--- config.mk ---
export PLATFORM = sky130hd
export DESIGN_NAME = lrrr_controller
export DESIGN_NICKNAME = d
export VERILOG_FILES = /design/src/rtl/lrrr_pkg.sv /design/src/rtl/lrrr_lfsr.sv /design/src/rtl/lrrr_controller.sv
export SDC_FILE = /design/constraint.sdc
export NUM_CORES = 1
export LEC_CHECK = 0
export ABC_AREA = 1
export CAP_MARGIN = 10
export CORE_MARGIN = 2
export CORE_UTILIZATION = 35
export DETAILED_ROUTE_END_ITERATION = 16
export DONT_BUFFER_PORTS = 1
export PLACE_DENSITY = 0.47
export SETUP_SLACK_MARGIN = 0.05
export SYNTH_ARGS = -nofsm -noshare
export SYNTH_HDL_FRONTEND = slang
export SYNTH_SLANG_ARGS = --single-unit
--- constraint.sdc ---
create_clock -name clk -period 4.3 [get_ports clk]
set_clock_uncertainty 0.05 [all_clocks]
set_input_delay 0.645 -clock clk [delete_from_list [all_inputs] [get_ports clk]]
set_output_delay 0.645 -clock clk [all_outputs]
set_load 0.01 [all_outputs]
--- src/rtl/lrrr_pkg.sv ---
// Shared types and constants for the Lrrr boss sequencer.
package lrrr_pkg;

  localparam int unsigned FRAME_W  = 8;
  localparam int unsigned HEALTH_W = 4;
  localparam int unsigned LFSR_W   = 8;

  // Fibonacci taps 8,6,5,4 -> bits 7,5,4,3
  localparam logic [LFSR_W-1:0] LFSR_SEED = 8'hA5;
  localparam logic [LFSR_W-1:0] LFSR_TAPS = 8'hB8;

  typedef enum logic [2:0] {
    ST_IDLE,
    ST_DELAY,
    ST_ACTIVE,
    ST_HIT,
    ST_DEAD
  } state_e;

endpackage

--- src/rtl/lrrr_lfsr.sv ---
// 8-bit Fibonacci LFSR stepping once per enable pulse; only built when
// LRRR_RANDOM_TOGGLE_EN is defined.
`ifdef LRRR_RANDOM_TOGGLE_EN
module lrrr_lfsr
  import lrrr_pkg::*;
(
  input  logic              clk,
  input  logic              rst_n,
  input  logic              en,
  output logic [LFSR_W-1:0] lfsr
);

  logic [LFSR_W-1:0] lfsr_q, lfsr_d;

  // A nonzero seed with maximal-length taps never reaches the all-zero state
  always_comb begin
    lfsr_d = lfsr_q;
    if (en) lfsr_d = {lfsr_q[LFSR_W-2:0], ^(lfsr_q & LFSR_TAPS)};
  end

  always_ff @(posedge clk or negedge rst_n) begin
    if (!rst_n) lfsr_q <= LFSR_SEED;
    else        lfsr_q <= lfsr_d;
  end

  assign lfsr = lfsr_q;

endmodule
`endif

--- src/rtl/lrrr_controller.sv ---
// Lrrr boss life-cycle sequencer: spawn delay, flight toggles, hits, death.
// Optional LRRR_RANDOM_TOGGLE_EN randomises the vertical toggle period.
module lrrr_controller
  import lrrr_pkg::*;
#(
  parameter int unsigned SPAWN_DELAY   = 60,
  parameter int unsigned TOGGLE_PERIOD = 45,
  parameter int unsigned HIT_FRAMES    = 8,
  parameter int unsigned LRRR_HEALTH   = 5
) (
  input  logic                clk,
  input  logic                resetN,
  input  logic                startOfFrame,
  input  logic                gameStart,
  input  logic                collision,
  output logic                waiting,
  output logic                toggleY,
  output logic                lrrrAlive,
  output logic                hitFlash,
  output logic                scorePulse,
  output logic [HEALTH_W-1:0] hitsLeft
);

  localparam logic [FRAME_W-1:0]  SPAWN_LAST  = FRAME_W'(SPAWN_DELAY - 1);
  localparam logic [FRAME_W-1:0]  HIT_LAST    = FRAME_W'(HIT_FRAMES - 1);
  localparam logic [HEALTH_W-1:0] HEALTH_INIT = HEALTH_W'(LRRR_HEALTH);

  state_e              state_q, state_d;
  logic [FRAME_W-1:0]  frame_cnt_q, frame_cnt_d;
  logic [FRAME_W-1:0]  hit_cnt_q, hit_cnt_d;
  logic [HEALTH_W-1:0] hits_left_q, hits_left_d;
  logic                collision_prev_q;
  logic                waiting_q, waiting_d;
  logic                toggle_y_q, toggle_y_d;
  logic                alive_q, alive_d;
  logic                hit_flash_q, hit_flash_d;
  logic                score_q, score_d;

  logic [FRAME_W-1:0]  period_c;
  logic                flying_c;
  logic                hit_edge_c;
  logic                toggle_evt_c;

  assign flying_c     = (state_q == ST_ACTIVE) || (state_q == ST_HIT);
  assign hit_edge_c   = collision && !collision_prev_q;
  assign toggle_evt_c = startOfFrame && flying_c &&
                        (frame_cnt_q == period_c - FRAME_W'(1));

`ifdef LRRR_RANDOM_TOGGLE_EN
  localparam int unsigned HALF_PERIOD = TOGGLE_PERIOD / 2;

  logic [LFSR_W-1:0]  lfsr;
  logic [FRAME_W-1:0] period_q, period_d;

  lrrr_lfsr u_lfsr (
    .clk   (clk),
    .rst_n (resetN),
    .en    (startOfFrame),
    .lfsr  (lfsr)
  );

  // Next period is drawn at each toggle from the low five LFSR bits
  always_comb begin
    period_d = period_q;
    if (toggle_evt_c)
      period_d = FRAME_W'(HALF_PERIOD) +
                 FRAME_W'(32'(lfsr & LFSR_W'(8'h1F)) % HALF_PERIOD);
  end

  always_ff @(posedge clk or negedge resetN) begin
    if (!resetN) period_q <= FRAME_W'(TOGGLE_PERIOD);
    else         period_q <= period_d;
  end

  assign period_c = period_q;
`else
  assign period_c = FRAME_W'(TOGGLE_PERIOD);
`endif

  // Next-state, counters and registered-output decode
  always_comb begin
    state_d     = state_q;
    frame_cnt_d = frame_cnt_q;
    hit_cnt_d   = hit_cnt_q;
    hits_left_d = hits_left_q;
    toggle_y_d  = toggle_y_q;

    if (startOfFrame) toggle_y_d = 1'b0;

    case (state_q)
      ST_IDLE: begin
        if (gameStart) begin
          state_d     = ST_DELAY;
          frame_cnt_d = '0;
        end
      end
      ST_DELAY: begin
        if (startOfFrame) begin
          if (frame_cnt_q == SPAWN_LAST) begin
            state_d     = ST_ACTIVE;
            frame_cnt_d = '0;
            hits_left_d = HEALTH_INIT;
          end else begin
            frame_cnt_d = frame_cnt_q + FRAME_W'(1);
          end
        end
      end
      ST_ACTIVE, ST_HIT: begin
        if (toggle_evt_c) begin
          toggle_y_d  = 1'b1;
          frame_cnt_d = '0;
        end else if (startOfFrame) begin
          frame_cnt_d = frame_cnt_q + FRAME_W'(1);
        end
        if (state_q == ST_ACTIVE) begin
          if (hit_edge_c && (hits_left_q != '0)) begin
            hits_left_d = hits_left_q - HEALTH_W'(1);
            if (hits_left_q == HEALTH_W'(1)) begin
              state_d = ST_DEAD;
            end else begin
              state_d   = ST_HIT;
              hit_cnt_d = '0;
            end
          end
        end else if (startOfFrame) begin
          if (hit_cnt_q == HIT_LAST) state_d = ST_ACTIVE;
          else                       hit_cnt_d = hit_cnt_q + FRAME_W'(1);
        end
      end
      ST_DEAD: begin
        state_d     = ST_DELAY;
        frame_cnt_d = '0;
      end
      default: state_d = ST_IDLE;
    endcase

    // Outputs follow the state being entered so they change with it
    alive_d     = (state_d == ST_ACTIVE) || (state_d == ST_HIT);
    waiting_d   = !alive_d;
    hit_flash_d = (state_d == ST_HIT);
    score_d     = (state_d == ST_DEAD);
    if (waiting_d) toggle_y_d = 1'b0;
  end

  always_ff @(posedge clk or negedge resetN) begin
    if (!resetN) begin
      state_q          <= ST_IDLE;
      frame_cnt_q      <= '0;
      hit_cnt_q        <= '0;
      hits_left_q      <= HEALTH_INIT;
      collision_prev_q <= 1'b0;
      waiting_q        <= 1'b1;
      toggle_y_q       <= 1'b0;
      alive_q          <= 1'b0;
      hit_flash_q      <= 1'b0;
      score_q          <= 1'b0;
    end else begin
      state_q          <= state_d;
      frame_cnt_q      <= frame_cnt_d;
      hit_cnt_q        <= hit_cnt_d;
      hits_left_q      <= hits_left_d;
      collision_prev_q <= collision;
      waiting_q        <= waiting_d;
      toggle_y_q       <= toggle_y_d;
      alive_q          <= alive_d;
      hit_flash_q      <= hit_flash_d;
      score_q          <= score_d;
    end
  end

  assign waiting    = waiting_q;
  assign toggleY    = toggle_y_q;
  assign lrrrAlive  = alive_q;
  assign hitFlash   = hit_flash_q;
  assign scorePulse = score_q;
  assign hitsLeft   = hits_left_q;

endmodule

==> After elaboration in Yosys (flattened, before gate mapping) <==
Cells that the tools add are included.
{ "totals": {"register_bits": 29, "input_bits": 5, "output_inout_bits": 9, "wordCells": 79} }
{ "op_classes": {"n_addsub": 3, "n_eq_ne": 20, "n_mux": 29, "reduce_logical": 17} }
{ "ops": {"columns": ["operator", "count"], "rows": [
  ["8-bit 2-to-1 mux", 10],
  ["8-bit one-hot mux with 4 select lines", 1],
  ["3-bit 2-to-1 mux", 8],
  ["8-bit by 1-bit adder with 8-bit output (second input constant)", 2],
  ["8-bit by 6-bit == test with 1-bit output (second input constant)", 2],
  ["4-bit 2-to-1 mux", 4],
  ["2-bit inequality test (second input constant)", 7],
  ["3-bit by 2-bit == test with 1-bit output (second input constant)", 4],
  ["3-bit one-hot mux with 4 select lines", 1],
  ["5-bit AND reduction", 2],
  ["8-bit by 3-bit == test with 1-bit output (second input constant)", 1],
  ["4-bit one-hot mux with 2 select lines", 1],
  ["4-bit nonzero test", 2],
  ["3-bit == test (second input constant)", 2],
  ["4-bit by 1-bit == test with 1-bit output (second input constant)", 1],
  ["1-bit logical AND", 4],
  ["1-bit 2-to-1 mux", 4],
  ["4-bit AND reduction", 1],
  ["2-bit nonzero test", 2],
  ["4-bit by 1-bit subtractor with 4-bit output (second input constant)", 1],
  ["3-bit by 1-bit == test with 1-bit output (second input constant)", 1],
  ["3-bit zero test", 1],
  ["3-bit inequality test (second input constant)", 1],
  ["1-bit zero test", 2],
  ["3 further kinds", 4]
]} }

==> Logic depth before layout (Yosys ltp) <==
Gate-level depths: netlist of the first run.
{ "logic_depth": {"ltp_word": 9, "mapped_depth": 9} }

==> Worst setup path before layout of the first run <==
OpenSTA, ideal clock, no wires.
{ "synth_path": {"kind": "reg2reg", "start": "register hits_left_q[0], in the netlist hitsLeft[0]", "end": "register toggle_y_q, in the netlist toggleY", "arrival_time_ps": 1409, "t_required_ps": 4126, "path_slack_ps": 2717, "stages_incl_launch_ff": 9, "synth_period_minus_slack_ps": 1583, "cell_sequence": "dfstp_2 -> inv_1 -> ha_1 -> nand3_2 -> nand2_1 -> nand2_1 -> nand2_1 -> nor2_1 -> nor2_1"} }
{ "synth_via": {"elab_chain_len": 8} }
{ "synth_rtl": {"columns": ["item", "line", "text"], "rows": [
  ["from (decl)", "lrrr_controller.sv:31", "logic [HEALTH_W-1:0] hits_left_q, hits_left_d;"],
  ["from (signal assigned)", "lrrr_controller.sv:161", "hits_left_q <= hits_left_d;"],
  ["4-bit by 1-bit == test with 1-bit output / 4-bit nonzero test (equally long branches)", "lrrr_controller.sv:118, lrrr_controller.sv:116", null],
  ["3-bit 2-to-1 mux / 1-bit logical AND (equally long branches)", "lrrr_controller.sv:118, lrrr_controller.sv:116", null],
  ["3-bit 2-to-1 mux (*)", "lrrr_controller.sv:116", "if (hit_edge_c && (hits_left_q != '0)) begin"],
  ["3-bit 2-to-1 mux (*)", "lrrr_controller.sv:115", "if (state_q == ST_ACTIVE) begin"],
  ["3-bit one-hot mux with 4 select lines (*)", "lrrr_controller.sv:90", "case (state_q)"],
  ["3-bit by 2-bit == test with 1-bit output", "lrrr_controller.sv:138", "alive_d = (state_d == ST_ACTIVE) || (state_d == ST_HIT);"],
  ["1-bit logical OR (*)", "lrrr_controller.sv:138", null],
  ["1-bit 2-to-1 mux (*)", "lrrr_controller.sv:142", "if (waiting_d) toggle_y_d = 1'b0;"],
  ["named net toggle_y_d", "lrrr_controller.sv:34", "logic toggle_y_q, toggle_y_d;"],
  ["to (signal assigned)", "lrrr_controller.sv:164", "toggle_y_q <= toggle_y_d;"],
  ["to (decl)", "lrrr_controller.sv:34", null]
]} }
The timed path passes the listed nets; every way through them passes the cells marked *.
A chain may end at the register's enable or synchronous reset.

==> Worst setup path in the final report of the first run <==
{ "layout_path": {"start": "register hit_cnt_q[0]", "end": "register hit_cnt_q[6]"} }
{ "layout_via": {"elab_chain_len": 4} }
{ "layout_rtl": {"columns": ["item", "line", "text"], "rows": [
  ["from (decl)", "lrrr_controller.sv:30", "logic [FRAME_W-1:0] hit_cnt_q, hit_cnt_d;"],
  ["from (signal assigned)", "lrrr_controller.sv:160", "hit_cnt_q <= hit_cnt_d;"],
  ["8-bit by 1-bit adder with 8-bit output", "lrrr_controller.sv:127", "else hit_cnt_d = hit_cnt_q + FRAME_W'(1);"],
  ["8-bit 2-to-1 mux", "lrrr_controller.sv:126", "if (hit_cnt_q == HIT_LAST) state_d = ST_ACTIVE;"],
  ["8-bit 2-to-1 mux", "lrrr_controller.sv:125", "end else if (startOfFrame) begin"],
  ["8-bit 2-to-1 mux", "lrrr_controller.sv:115", null]
]} }
Several ways; a longest one is shown, not always the timed one. The select of a mux whose other input is x is not followed.

==> impl_metrics.yaml, run 1 <==
clocking:
  ctsRootBufferMaster: "clkbuf_8"
  ctsResizeCount: 0
  cts_sinks: 29
  cts_tree: "yes"
  clkLatencyLatePin_ns: 0.28
  cts_hold_buf: 1
  numCtsBuffers: 5
  cts_max_path_buffers: 2
  post_cts_buffers: 0
  clk_pin_slew_ns: 0.06
  cts_htree_levels: 2
synthesis:
  synth-seq-cells: 29
  synthArstFlopShare: 1.00
  yosysUniqueCellTypes: 26
  syn_inst: 237
  avgSynthCellArea_um2: 7.24
  synth.area.top_cells: "dfrtp_1 (38%), nand2_1 (15%), nand3_1 (9.3%)"
  syn_area_um2: 1720
  synth_nets: 247
  synth_flop_cell: "dfrtp_1"
  netlist.area_leader.share: 0.379
  yosysWarnings: 0
  synth-edff-count: 0
  yosys.area.top_type: "dfrtp_1"
  synth.top_cells.by_count: "nand2_1 (70), nand3_1 (32), inv_1 (30)"
  yosysMostFrequentCell: "nand2_1"
  ys_seq_area_frac: 0.425
timing:
  fmax_mhz: 512
  fin_setup_tns_ns: 0
  post-route-period-util: 0.455
  setup_viol_count_final: 0
  period_needed_ns: 1.95
  relSlewSlack: 0.489
  grt_setup_unrepaired: "false"
  hold_viol_final: 0
  slew_violations: 0
  tightest_slew_ns: 0.762
power_and_ir_drop:
  peakVddDrop_uv: 233
  power_density_nw_per_um2: 485
  p_sw_frac: 0.390
  pwr-share-clk: 0.253
  pwr-share-seq: 0.449
  comb_power_share: 0.298
  leakagePower_nw: 0.977
  power.switching_w: 0.000360
  internal_power_w: 0.000564
cells_and_area:
  area_growth_pct: 11.2
  n_antenna_cell: 0
  drive_above_1_share: 0.0894
  layout.nets: 255
  final_cells: 313
global_route:
  grt_pass1_wl_mm: 6.85
  antenna_found_initial: 0
  grt.busiest_layer: "met2"
  use_met1: 0.229
  use_met3: 0.0393
  grt_overflow: 0
  grt_max_degree: 17
  met2_usage: 0.259
  first_global_vias: 1398
  gr-usage-all-layers: 0.165
floorplan:
  placementRows: 25
  die_h_um: 74.0
  start_util: 0.363
  core_area_um2: 4720
  die-area_um2: 5480
  die_w_um: 74.0
  io_pins: 14
route:
  drc: 0
  wire_per_inst_um: 12.8
  via_count: 1456
  postRouteAntennaNets: 0
  drt-pass1-iter-count: 4
  drtIter0Drc: 63
  finalWirelength_mm: 3.99
  via_per_inst: 4.65
worst_setup_path:
  critPathLaunchType: "flop"
  r2r_end: "hit_cnt_q[6]$_DFFE_PN0P_"
  crit_path_end_kind: "flop"
  path_max_fanout: 11
  cp.arrival_ns: 2.06
  reg2reg_slack_ns: 2.35
  crit_type: "flop to flop"
  r2r-start: "hit_cnt_q[0]$_DFFE_PN0P_"
  worstPathRequired_ns: 4.41
  rr_worst_depth: 6
  critPathLaunch: "hit_cnt_q[0]$_DFFE_PN0P_"
place:
  portBuffers: 0
  place.gp.congestion: 0.791
  dp_hpwl_mm: 2.76
  dp.cells: 302
status:
  status: "completed"
run:
  drv_cap: 0
min_path:
  hp-class: "input pin to asynchronous set/reset pin"
==> kinds of logic (layout without fill, tap and decap cells) <==
logic type / after synthesis / in the layout / share of synthesized area
adder cells (fa/ha/maj): 5 / 5 / 0.0365
XOR/XNOR: 3 / 3 / 0.0153
AO/OA/AOI/OAI: 13 / 13 / 0.0394
buffers and inverters: 36 / 45 / 0.0817
flip-flops: 29 / 29 / 0.425
AND/OR/NAND/NOR: 151 / 151 / 0.402
==> flip-flops by register name (all words and copies together), names as in the netlist <==
signal,flops
collision_prev_q,1
lrrrAlive,1
state_q,3
hitFlash,1
scorePulse,1
toggleY,1
hitsLeft,4
frame_cnt_q,8
hit_cnt_q,8
waiting,1
==> worst max-delay path by stage <==
stage,endpoint,cells past startpoint
finish,hit_cnt_q[6]$_DFFE_PN0P_,6
global route,hit_cnt_q[6]$_DFFE_PN0P_,6
CTS,hit_cnt_q[6]$_DFFE_PN0P_,6
detailed placement,hit_cnt_q[6]$_DFFE_PN0P_,6
global placement,hit_cnt_q[7]$_DFFE_PN0P_,6
floorplan,toggleY$_DFF_PN0_,8
==> power by group through the flow <==
stage                     clock network (W)  logic (W)  registers [W]
after CTS                          0.000246   0.000275       0.000413
final                              0.000234   0.000275       0.000415
after floorplan                           0   0.000224       0.000398
after detailed placement                  0   0.000270       0.000418
after global placement                    0   0.000271       0.000419
after global routing               0.000260   0.000327       0.000425
==> per-stage QoR <==
| stage | power (W) | area [um^2] | hold WS (ns) | util | setup WS, ns |
|---|---|---|---|---|---|
| 6_report | 0.000924 | 1910 | 0.158 | 0.404 | 2.35 |
| 5_1_grt | 0.00101 | 1910 | 0.140 | 0.404 | 2.11 |
| 4_1_cts | 0.000935 | 1890 | 0.00199 | 0.399 | 2.33 |
| 3_5_place_dp | 0.000688 | 1790 | 0.300 | 0.378 | 2.33 |
| 3_3_place_gp | 0.000690 | 1790 | 0.300 | 0.378 | 2.40 |
| 2_1_floorplan | 0.000622 | 1720 | 0.299 | - | 2.72 |
==> area by class of cell <==
| cell class | instances | area, um^2 |
|---|---|---|
| Clock buffer | 8 | 90.1 |
| Fill cell | 503 | 2820 |
| Tap cell | 67 | 83.8 |
| Inverter | 34 | 128 |
| Multi-Input combinational cell | 172 | 846 |
| Timing Repair Buffer | 3 | 30.0 |
| Sequential cell | 29 | 729 |
==> metal layers <==
| metal | share of wire | wire length [um] |
|---|---|---|
| met1 | 0.52 | 2090 |
| met2 | 0.45 | 1790 |
| met3 | 0.023 | 91 |
| met4 | 0.0055 | 22 |
| met5 | 0 | 0 |
==> placed cells by master (no fill, tap or decap), drive strengths merged <==
| cell | synthesis | routed |
|---|---|---|
| inv | 34 | 34 |
| or2 | 1 | 1 |
| ha | 5 | 5 |
| nor3 | 8 | 8 |
| a21oi | 3 | 3 |
| nor2 | 27 | 27 |
| nand2 | 72 | 72 |
| nand4 | 8 | 8 |
| dlygate4sd3 | 0 | 3 |
| xor2 | 3 | 3 |
| clkbuf | 0 | 8 |
| o211ai | 1 | 1 |
| nand3b | 1 | 1 |
| dfstp | 3 | 3 |
| or3 | 1 | 1 |
| nand3 | 33 | 33 |
| o21ai | 9 | 9 |
| dfrtp | 26 | 26 |
==> critical path, cell delays in order, from the launching register on <==
cell and delay, ns:
dfrtp_1 0.39, ha_1 0.25, nand3b_1 0.11, o21ai_1 0.63
nand2_2 0.23, nand2_1 0.13, nand2_1 0.06
Note: power is estimated with default switching activity, not from simulation.
==> run 2: changes to the inputs <==
--- a/config.mk
+++ b/config.mk
@@ -5,7 +5,7 @@
 export SDC_FILE = /design/constraint.sdc
 export NUM_CORES = 1
 export LEC_CHECK = 0
-export ABC_AREA = 1
+export ABC_AREA = 0
 export CAP_MARGIN = 10
 export CORE_MARGIN = 2
 export CORE_UTILIZATION = 35
==> constraint.sdc (replaced) <==
create_clock -name clk -period 1.9 [get_ports clk]
set_clock_uncertainty 0.05 [all_clocks]
set_input_delay 0.285 -clock clk [delete_from_list [all_inputs] [get_ports clk]]
set_output_delay 0.285 -clock clk [all_outputs]
set_load 0.01 [all_outputs]
==> impl_metrics.yaml, run 2 <==
synthesis:
  synthArstFlopShare: 1.00
  synth_nets: 184
  avgSynthCellArea_um2: 9.64
  yosys.area.top_type: "dfrtp_1"
  synth_flop_cell: "dfrtp_1"
  ys_seq_area_frac: 0.435
  yosysUniqueCellTypes: 48
  synth-edff-count: 0
  synth-xor-area-share: 0.0313
  synth-seq-cells: 29
  synth.area.mux_share: 0.00597
  syn_inst: 174
  synth_top_family_by_area: "simple AND/OR/NAND/NOR gates"
  netlist.area_leader.share: 0.388
  yosysWarnings: 0
  syn_area_um2: 1680
  synth-compound-area-share: 0.178
  synth.area.top_cells: "dfrtp_1 (39%), dfstp_2 (4.7%), nor2_1 (3.8%)"
  synthAdderAreaFrac: 0.0373
  synth-simple-area-share: 0.270
  synth.top_cells.by_count: "dfrtp_1 (26), nor2_1 (17), nand2_1 (15)"
  yosysMostFrequentCell: "dfrtp_1"
timing:
  setup_viol_count_final: 0
  post-route-period-util: 0.932
  tightest_slew_ns: 0.443
  relSlewSlack: 0.704
  fin_setup_tns_ns: 0
  fmax_mhz: 565
  hold_viol_final: 0
  grt_setup_unrepaired: "false"
  period_needed_ns: 1.77
  slew_violations: 0
  worst_slack_ns: 0.130
power_and_ir_drop:
  power_density_nw_per_um2: 1180
  peakVddDrop_uv: 623
  leakagePower_nw: 0.837
  power_w: 0.00229
run:
  drv_cap: 0
clocking:
  numCtsBuffers: 5
  clkLatencyLatePin_ns: 0.27
  clk_pin_slew_ns: 0.06
  cts_sinks: 29
  cts_tree: "yes"
  cts_max_path_buffers: 2
  ctsRootBufferMaster: "clkbuf_8"
  cts_htree_levels: 2
cells_and_area:
  area_growth_pct: 15.5
  n_fill_cell: 454
  drive_above_1_share: 0.186
  final_cell_mix: "dfrtp_1 (24), nor2_1 (17), nand2_1 (15)"
  final_core_util: 0.416
  n_antenna_cell: 0
  layout.nets: 197
  final_cells: 242
  layout_commonest_cell: "dfrtp_1"
route:
  finalWirelength_mm: 3.62
  wire_per_inst_um: 15.0
  drc: 0
  postRouteAntennaNets: 0
  via_per_inst: 5.45
  drt-pass1-iter-count: 4
  via_count: 1320
  drtIter0Drc: 113
place:
  place.gp.congestion: 0.791
  dp_hpwl_mm: 2.60
  pre_cts_ws_ns: 0.0842
  portBuffers: 0
  dp.cells: 230
floorplan:
  placementRows: 25
  die_w_um: 73.2
  core_area_um2: 4660
  start_util: 0.360
  io_pins: 14
  die_h_um: 73.2
  die-area_um2: 5360
global_route:
  grt_pass1_wl_mm: 6.12
  first_global_vias: 1346
  grt_max_degree: 30
  gr-usage-all-layers: 0.150
  grt_overflow: 0
  antenna_found_initial: 0
worst_setup_path:
  worstPathRequired_ns: 2.01
  slowest_stage: "dfrtp_1"
  crit_chain: "or3b_4 -> a2111oi_4 -> buf_4 -> nor2_1"
  crit_type: "flop to flop"
  critPathLaunch: "state_q[0]$_DFF_PN0_"
  crit_path_end_kind: "flop"
  r2r-start: "state_q[0]$_DFF_PN0_"
  critPathLaunchType: "flop"
  cp.arrival_ns: 1.88
  path_max_fanout: 11
  max_stage_delay_ns: 0.50
min_path:
  hp-class: "input pin to flop"
  holdCritStartpoint: "startOfFrame"
status:
  status: "completed"
[run 2: changes by cell type after synthesis, sizes merged, moves of 4 or more]
cell    change
and3        +6
inv        -24
nand2      -57
nand3      -25
nor2       -10
o211ai      +7
o22ai       +4
[run 2: cell type report]
class,count,area (um^2),area share
repair buffers,11,100,0.0517
multi-input cells,130,910,0.470
clock buffers,8,90.1,0.0465
flip-flops and latches,29,732,0.378
inverters,10,37.5,0.0194
well taps,54,67.6,0.0349
[run 2: logic make-up after synthesis]
group                      count (synthesis)
and+or+nand+nor                           81
adders and majority gates                  5
DFF                                       29
xor gates and xnor gates                   6
muxes                                      1
AOI/OAI and AO/OA                         37
buffers and inverters                     15
[run 2: layer usage]
| layer | GRT usage | share of wire | vias up | routed length [um] |
|---|---|---|---|---|
| met5 | 0 | 0 | - | 0 |
| met4 | 0.0597 | 0.0075 | 0 | 27 |
| met3 | 0.0456 | 0.041 | 2 | 147 |
| met2 | 0.242 | 0.48 | 33 | 1740 |
| met1 | 0.187 | 0.47 | 625 | 1700 |
| li1 | - | - | 660 | - |
[run 2: power by group]
group	leakage [nW]	internal, W	total [W]	switching [W]
Sequential	0.369	0.000775	0.000990	0.000216
Combinational	0.423	0.000356	0.000782	0.000425
Clock	0.0455	0.000295	0.000515	0.000220
Total	0.837	0.00143	0.00229	0.000861
[run 2: what timing repair did]
item | in CTS | in global routing
hold buffers | 3 | 0
buffers inserted | 0 | 1
setup endpoints to repair | 0 | 14
endpoints found under the hold margin | 30 | 0
resized for setup | 0 | 7
[run 2: metrics by stage]
step	area, um^2	hold WS (ns)
after global routing	1940	0.177
after global placement	1760	-0.0598
after floorplan	1680	-0.0606
final	1940	0.176
after CTS	1890	0.168
after detailed placement	1760	-0.0598
[run 2: worst max-delay path: cells and delay by family, from the launching register on]
kind            cells  cell delay, ns
flops               1            0.50
buf+inv             1            0.21
compound gates      1            0.39
simple gates        2            0.51
[run 2: final timing paths]
check,endpoint,cells after the start,slack [ns]
setup / recovery,hit_cnt_q[2]$_DFFE_PN0P_,4,0.13
hold / removal,toggleY$_DFF_PN0_,3,0.18
setup reg to reg,hit_cnt_q[2]$_DFFE_PN0P_,4,0.13
hold reg to reg,hit_cnt_q[0]$_DFFE_PN0P_,1,0.46
max in group asynchronous,waiting$_DFF_PN1_,2,1.17
min in group asynchronous,scorePulse$_DFF_PN0_,2,0.40
